## src/rtl/idli_serial_regs_m.sv

```systemverilog
// Slice-serial register file for the idli core: every register rotates one slice per
// run cycle, LS slice first; NUM_RD combinational read ports and one rotation-long write port.
module idli_serial_regs_m #(
  parameter int NUM_REGS = 8,
  parameter int REG_W    = 16,
  parameter int SLICE_W  = 4,
  parameter int NUM_RD   = 2,
  parameter int ZERO_R0  = 0,
  localparam int SLICES  = REG_W / SLICE_W,
  localparam int SEL_W   = $clog2(NUM_REGS),
  localparam int CNT_W   = (SLICES > 1) ? $clog2(SLICES) : 1
) (
  input  logic                             i_reg_gck,
  input  logic                             i_reg_rst,
  input  logic                             i_reg_run,
  input  logic [NUM_RD-1:0][SEL_W-1:0]     i_reg_rd_sel,
  output logic [NUM_RD-1:0][SLICE_W-1:0]   o_reg_rd_data,
  input  logic                             i_reg_wr_en,
  input  logic [SEL_W-1:0]                 i_reg_wr_sel,
  input  logic [SLICE_W-1:0]               i_reg_wr_data,
  output logic [CNT_W-1:0]                 o_reg_slice,
  output logic                             o_reg_wr_busy
);

  localparam logic [CNT_W-1:0] LAST_SLICE = CNT_W'(SLICES - 1);

  logic [CNT_W-1:0]   cnt_q, cnt_d;
  logic               wr_act_q, wr_act_d;
  logic [SEL_W-1:0]   wr_sel_q, wr_sel_d;
  logic [REG_W-1:0]   regs_q [NUM_REGS];
  logic [REG_W-1:0]   regs_d [NUM_REGS];
  logic [SLICE_W-1:0] ins_slice [NUM_REGS];
  logic [NUM_REGS-1:0] wr_hit;

  logic               at_first;
  logic               at_last;
  logic               wr_live;
  logic [SEL_W-1:0]   wr_tgt;

  // At slice 0 the request is taken straight from the inputs; afterwards the latched copy drives.
  always_comb begin
    at_first = (cnt_q == '0);
    at_last  = (cnt_q == LAST_SLICE);
    wr_live  = at_first ? i_reg_wr_en  : wr_act_q;
    wr_tgt   = at_first ? i_reg_wr_sel : wr_sel_q;

    cnt_d    = cnt_q;
    wr_act_d = wr_act_q;
    wr_sel_d = wr_sel_q;
    if (i_reg_run) begin
      cnt_d = at_last ? '0 : cnt_q + CNT_W'(1);
      if (at_first) begin
        wr_act_d = i_reg_wr_en && !at_last;
        if (i_reg_wr_en) begin
          wr_sel_d = i_reg_wr_sel;
        end
      end else if (at_last) begin
        wr_act_d = 1'b0;
      end
    end
  end

  always_comb begin
    for (int r = 0; r < NUM_REGS; r++) begin
      wr_hit[r]    = wr_live && (wr_tgt == SEL_W'(r)) && !((ZERO_R0 != 0) && (r == 0));
      ins_slice[r] = wr_hit[r] ? i_reg_wr_data : regs_q[r][SLICE_W-1:0];
      regs_d[r]    = regs_q[r];
      if (i_reg_run) begin
        regs_d[r] = (regs_q[r] >> SLICE_W) | (REG_W'(ins_slice[r]) << (REG_W - SLICE_W));
      end
    end
  end

  always_ff @(posedge i_reg_gck) begin
    if (i_reg_rst) begin
      cnt_q    <= '0;
      wr_act_q <= 1'b0;
      wr_sel_q <= '0;
      for (int r = 0; r < NUM_REGS; r++) begin
        regs_q[r] <= '0;
      end
    end else begin
      cnt_q    <= cnt_d;
      wr_act_q <= wr_act_d;
      wr_sel_q <= wr_sel_d;
      for (int r = 0; r < NUM_REGS; r++) begin
        regs_q[r] <= regs_d[r];
      end
    end
  end

  // Reads see pre-edge state, so a register under write still shows its old slice.
  always_comb begin
    for (int p = 0; p < NUM_RD; p++) begin
      if ((ZERO_R0 != 0) && (i_reg_rd_sel[p] == '0)) begin
        o_reg_rd_data[p] = '0;
      end else begin
        o_reg_rd_data[p] = regs_q[i_reg_rd_sel[p]][SLICE_W-1:0];
      end
    end
  end

  assign o_reg_slice   = cnt_q;
  assign o_reg_wr_busy = wr_act_q;

endmodule

```

## config.mk

```make
export PLATFORM = sky130hd
export DESIGN_NAME = idli_serial_regs_m
export DESIGN_NICKNAME = d
export VERILOG_FILES = /design/src/rtl/idli_serial_regs_m.sv
export SDC_FILE = /design/constraint.sdc
export NUM_CORES = 1
export LEC_CHECK = 0
export ABC_AREA = 1
export CAP_MARGIN = 10
export CORE_MARGIN = 2
export CORE_UTILIZATION = 30
export DETAILED_ROUTE_END_ITERATION = 10
export HOLD_SLACK_MARGIN = 0.06
export PLACE_DENSITY = 0.5
export SYNTH_ARGS = -nofsm -noshare
export SYNTH_HDL_FRONTEND = slang
export SYNTH_SLANG_ARGS = --single-unit
```

## constraint.sdc

```tcl
create_clock -name i_reg_gck -period 2 [get_ports i_reg_gck]
set_input_delay 0.6 -clock i_reg_gck [delete_from_list [all_inputs] [get_ports i_reg_gck]]
set_output_delay 0.6 -clock i_reg_gck [all_outputs]
set_load 0.01 [all_outputs]
```

After elaboration in Yosys (flattened, before gate mapping):

Memory sizes are Yosys's and may differ from the RTL's.
Cells that the tools add are included.

* add/subtract/negate cells: 1
* muxes and demuxes: 32
* bitwise logic cells: 16
* eq/ne operators: 8
* reduce and logical (&&, ||, !) cells: 15

Operator list (number)
* 2-to-1 mux 16 bit: 16
* OR 12 x 16 -> 16 bit: 8
* 2-to-1 mux 4 bit: 8
* equality test 3 bit (second input constant): 4
* logical AND 1 bit: 9
* OR 1 bit: 8
* equality test 3 x 2 -> 1 bit (second input constant): 2
* 2-to-1 mux 1 bit: 6
* equality test 3 x 1 -> 1 bit (second input constant): 1
* logical NOT 3 bit: 1
* 2-to-1 mux 3 bit: 1
* AND reduction 3 bit: 1
* adder 2 x 1 -> 2 bit (second input constant): 1
* equality test 2 bit (second input constant): 1
* logical NOT 2 bit: 1
* 2-to-1 mux 2 bit: 1
* AND reduction 2 bit: 1
* nonzero test 2 bit: 1
* logical NOT 1 bit: 1

* output and inout port bits: 11
* bits in registers: 6
* bits in writable memories: 128
* memories: 1
* input port bits: 17

Memory list
* regs_q: depth 8, bits a word 16, read ports 10, clocked after memory_dff 0, wr ports 8, line 30 `logic [REG_W-1:0] regs_q [NUM_REGS];`

Longest topological paths before layout:

* depth in word-level cells: 8
* mapped depth: 14
* gate-level depth less buffers: 12

Least setup slack after synthesis:

Ideal clock, no wire load.

* path kind: input to output
* from: input i_reg_rd_sel[0] (netlist bit)
* to: output o_reg_rd_data[2] (netlist bit)
* path slack: 0.232 ns
* data required time: 1.400 ns
* path buffers: 1
* arrival: 1.168 ns
* cell stages on the path: 5
* path through: clkbuf_1 -> o21ai_0 -> o21ai_0 -> nand2_1 -> nand2_1

RTL lines
* from (decl): line 16 `input logic [NUM_RD-1:0][SEL_W-1:0] i_reg_rd_sel,`
* to (decl): line 17 `output logic [NUM_RD-1:0][SLICE_W-1:0] o_reg_rd_data,`

==> qor_table.md <==
| Parameter | Reported |
|:---|:---|
| Status | finished with violations |
| Violated checks | setup timing |
| First-pass GRT wire length | 27,000 um |
| Worst stage delay on the critical path | 0.17 ns |
| Post-synth top area share | 0.444 |
| Area of combinational cells with multiple inputs | 2910 um2 |
| Average instance area after synthesis | 6.92 um2 |
| Slew Limit Headroom | 0.688 |
| # IOs | 28 |
| Final cell area excluding filler cells | 7730 um2 |
| Worst Clk Skew | 0.0102 ns |
| Vias in the first global route | 5,036 |
| Power Dens Cells | 983 nW/um2 |
| Placer Congestion | 0.821 |
| Number of nets with antenna violations after detailed routing | 0 |
| DIE HEIGHT | 146 um |
| Total number of nets in the final design | 929 |
| Total negative setup slack | -0.498 ns |
| Endpoints failing setup | 4 |
| Avg Vias per Cell | 4.60 |
| Gate Count Post-Synth | 873 |
| Top cells by area in the synthesized netlist | sky130_fd_sc_hd__dfxtp_1 44%, sky130_fd_sc_hd__nor2_1 15%, sky130_fd_sc_hd__o21ai_0 12%, sky130_fd_sc_hd__nand2_1 6.3%, sky130_fd_sc_hd__nand3_1 5.3% |
| Slew at the pin with the worst max-slew slack | 0.466 ns |
| Count of distinct cell types in the synthesized netlist | 21 |
| Filler instances | 2,077 |
| Main synth FF type | sky130_fd_sc_hd__dfxtp_1 |
| Max-cap viol count | 0 |
| Total CTS buffers | 17 |
| Top fanout value on the critical path | 7 |
| Overflow left after global routing | 0 |
| Yosys top cell by area | sky130_fd_sc_hd__dfxtp_1 |
| H-Tree Level Count | 4 |
| Tot Pwr | 7.60 mW |
| Worst skew pair latency | 0.43 ns |
| Post-place instance area | 6800 um2 |
| Placed Instances | 1,147 |
| Number of synthesis warnings | 0 |
| Startpoint Class | input pin |
| Leading post-synthesis cells by instance count | 241 x sky130_fd_sc_hd__nor2_1, 148 x sky130_fd_sc_hd__o21ai_0, 134 x sky130_fd_sc_hd__dfxtp_1 |
| Detailed-routing iteration count for the pre-antenna-repair pass | 7 |
| Minimum setup slack after placement | -0.956 ns |
| Die Area | 21,300 um2 |
| Total DRC errors in the routed layout | 0 |
| Count of antenna diodes in the layout | 0 |
| Total via count in the routed design | 5,466 |
| Cell-by-cell trace of the critical path | buf_8 > buf_12 > clkinvlp_4 > buf_6 > nor2_4 > o21ai_2 > nand2_1 > nand2_1 > buf_2 |
| Register bit total from synthesis | 134 |
| Initial Utilization | 0.309 |
| Total count of max-transition violations in the final report | 0 |
| Highest clock frequency the design can meet | 466 MHz |
| Sink Count | 134 |
| Non-Filler Instances | 1,188 |
| CP Capture Type | output pin |
| Area growth, synth to finish | 27.9% |
| Antenna violations before repair | 0 |
| Async S/R FF share, synth | 0 |
| Peak supply drop | 0.517 mV |
| Cell mode on critical path | sky130_fd_sc_hd__nand2_1 |
| Number of enable-type register cells in the synthesized netlist | 0 |
| Crit share post-route | 1.07 |
| Share of layout cells above drive strength 1 | 0.174 |
| Worst-path cell with the longest stage delay | sky130_fd_sc_hd__buf_6 |
| Cell area after technology mapping | 6040 um2 |
| Net count after synthesis | 892 |
| Leakage component of the power | 3.50 nW |
| Core region area | 19,600 um2 |
| RSZ-0062 raised after global routing | yes |
| Crit path required time | 1.40 ns |
| Hold Crit Class | flop to flop |
| CP arrival | 1.55 ns |
| Final HPWL from detailed placement | 10,200 um |
| Maximum buffer depth of the clock tree | 2 |
| Share of synthesized area occupied by flip-flops and latches | 0.444 |
| Number of violations reported at the end of detailed-routing iteration 0 | 481 |
| Hold Fails Final Rpt | 0 |
| Buffer cell driving the clock tree root | sky130_fd_sc_hd__clkbuf_16 |
| Width of the die | 146 um |
| Pin count of the biggest net entering global routing | 75 |
| Count of standard-cell rows | 51 |
| Total of buffers placed on input and output ports | 27 |
| Minimum hold slack | 0.460 ns |
| GRT Resource Usage Total | 0.159 |
| Most used standard cell by instance count after synthesis | sky130_fd_sc_hd__nor2_1 |
| Critical path class | input pin to output pin |
| Register area | 2690 um2 |
| Core utilization of the finished layout | 0.395 |
| Hold buffer count at cts | 0 |
| Clock tree from TritonCTS | built |
| Post-layout minimum cycle time | 2.15 ns |
| Clock input transition at the sequential cells of the worst setup and hold paths | 0.05 ns |
| Final WS setup | -0.147 ns |
| Detailed-route wire length per cell | 13.8 um |
| Total Routed Length | 16,400 um |
## critical path, delay by kind of cell
| kind | cells | cell delay (ns) |
|---|---|---|
| compound gates | 1 | 0.06 |
| buf+inv | 5 | 0.68 |
| simple gates | 3 | 0.20 |
## routing by layer
layer  global-route usage  part of all wire  vias up
met1                0.223              0.50     2507
li1                     -                 -     2868
met3               0.0335             0.037       14
met2                0.245              0.45       77
met5                    0                 0        -
met4               0.0475             0.010        0
## layout by cell type, fill, tap and decap left out, types with 10 or more instances in the layout
cell type / n
sky130_fd_sc_hd__o21ai_1: 32
sky130_fd_sc_hd__a21oi_2: 14
sky130_fd_sc_hd__clkdlybuf4s50_1: 11
sky130_fd_sc_hd__a21oi_1: 23
sky130_fd_sc_hd__buf_4: 27
sky130_fd_sc_hd__o21ai_0: 115
sky130_fd_sc_hd__nor2_1: 237
sky130_fd_sc_hd__nand2_2: 10
sky130_fd_sc_hd__nand2_1: 99
sky130_fd_sc_hd__nand3_1: 64
sky130_fd_sc_hd__clkbuf_16: 17
sky130_fd_sc_hd__nand2_4: 12
sky130_fd_sc_hd__dfxtp_1: 125
sky130_fd_sc_hd__buf_12: 14
sky130_fd_sc_hd__inv_1: 48
sky130_fd_sc_hd__inv_2: 12
## sequential cells by signal, summed over array words and instances (netlist names)
signal / flops
regs_q: 128
wr_sel_q: 3
o_reg_wr_busy: 1
o_reg_slice: 2
## cell families after synthesis
group	Yosys count	synth area share
and+or+nand+nor	430	0.309
AOI/OAI and AO/OA	187	0.156
DFF	134	0.444
buffers and inverters	120	0.0876
adders and majority gates	2	0.00414
## path summary, 6_finish.rpt
path              cells after the start             from                to  slack (ns)
hold reg to reg                       2    regs_q[7][15]     regs_q[7][11]        0.46
setup / recovery                      9  i_reg_rd_sel[0]  o_reg_rd_data[1]       -0.15
hold / removal                        2    regs_q[7][15]     regs_q[7][11]        0.46
setup reg to reg                     11   o_reg_slice[1]     regs_q[3][13]        0.18
## final cells by class
type | instances | share of cell area
multi-input combinational | 619 | 0.377
sequential | 134 | 0.349
timing repair buffer | 75 | 0.113
clock buffer | 21 | 0.0609
tap | 265 | 0.0429
inverter | 63 | 0.0322
clock inverter | 11 | 0.0254
## timing repair
item | in CTS | in global routing
setup buffers | 5 | 0
gates resized for setup | 125 | 26
endpoints found under the setup margin | 9 | 8
cloned | 4 | 0
pin swaps | 21 | 11
## power breakdown
group | internal (mW) | leakage (nW) | switching, mW
Sequential | 2.85 | 1.11 | 0.107
Clock | 2.32 | 0.319 | 1.21
Combinational | 0.454 | 2.07 | 0.656
Note: power is estimated with default switching activity, not from simulation.
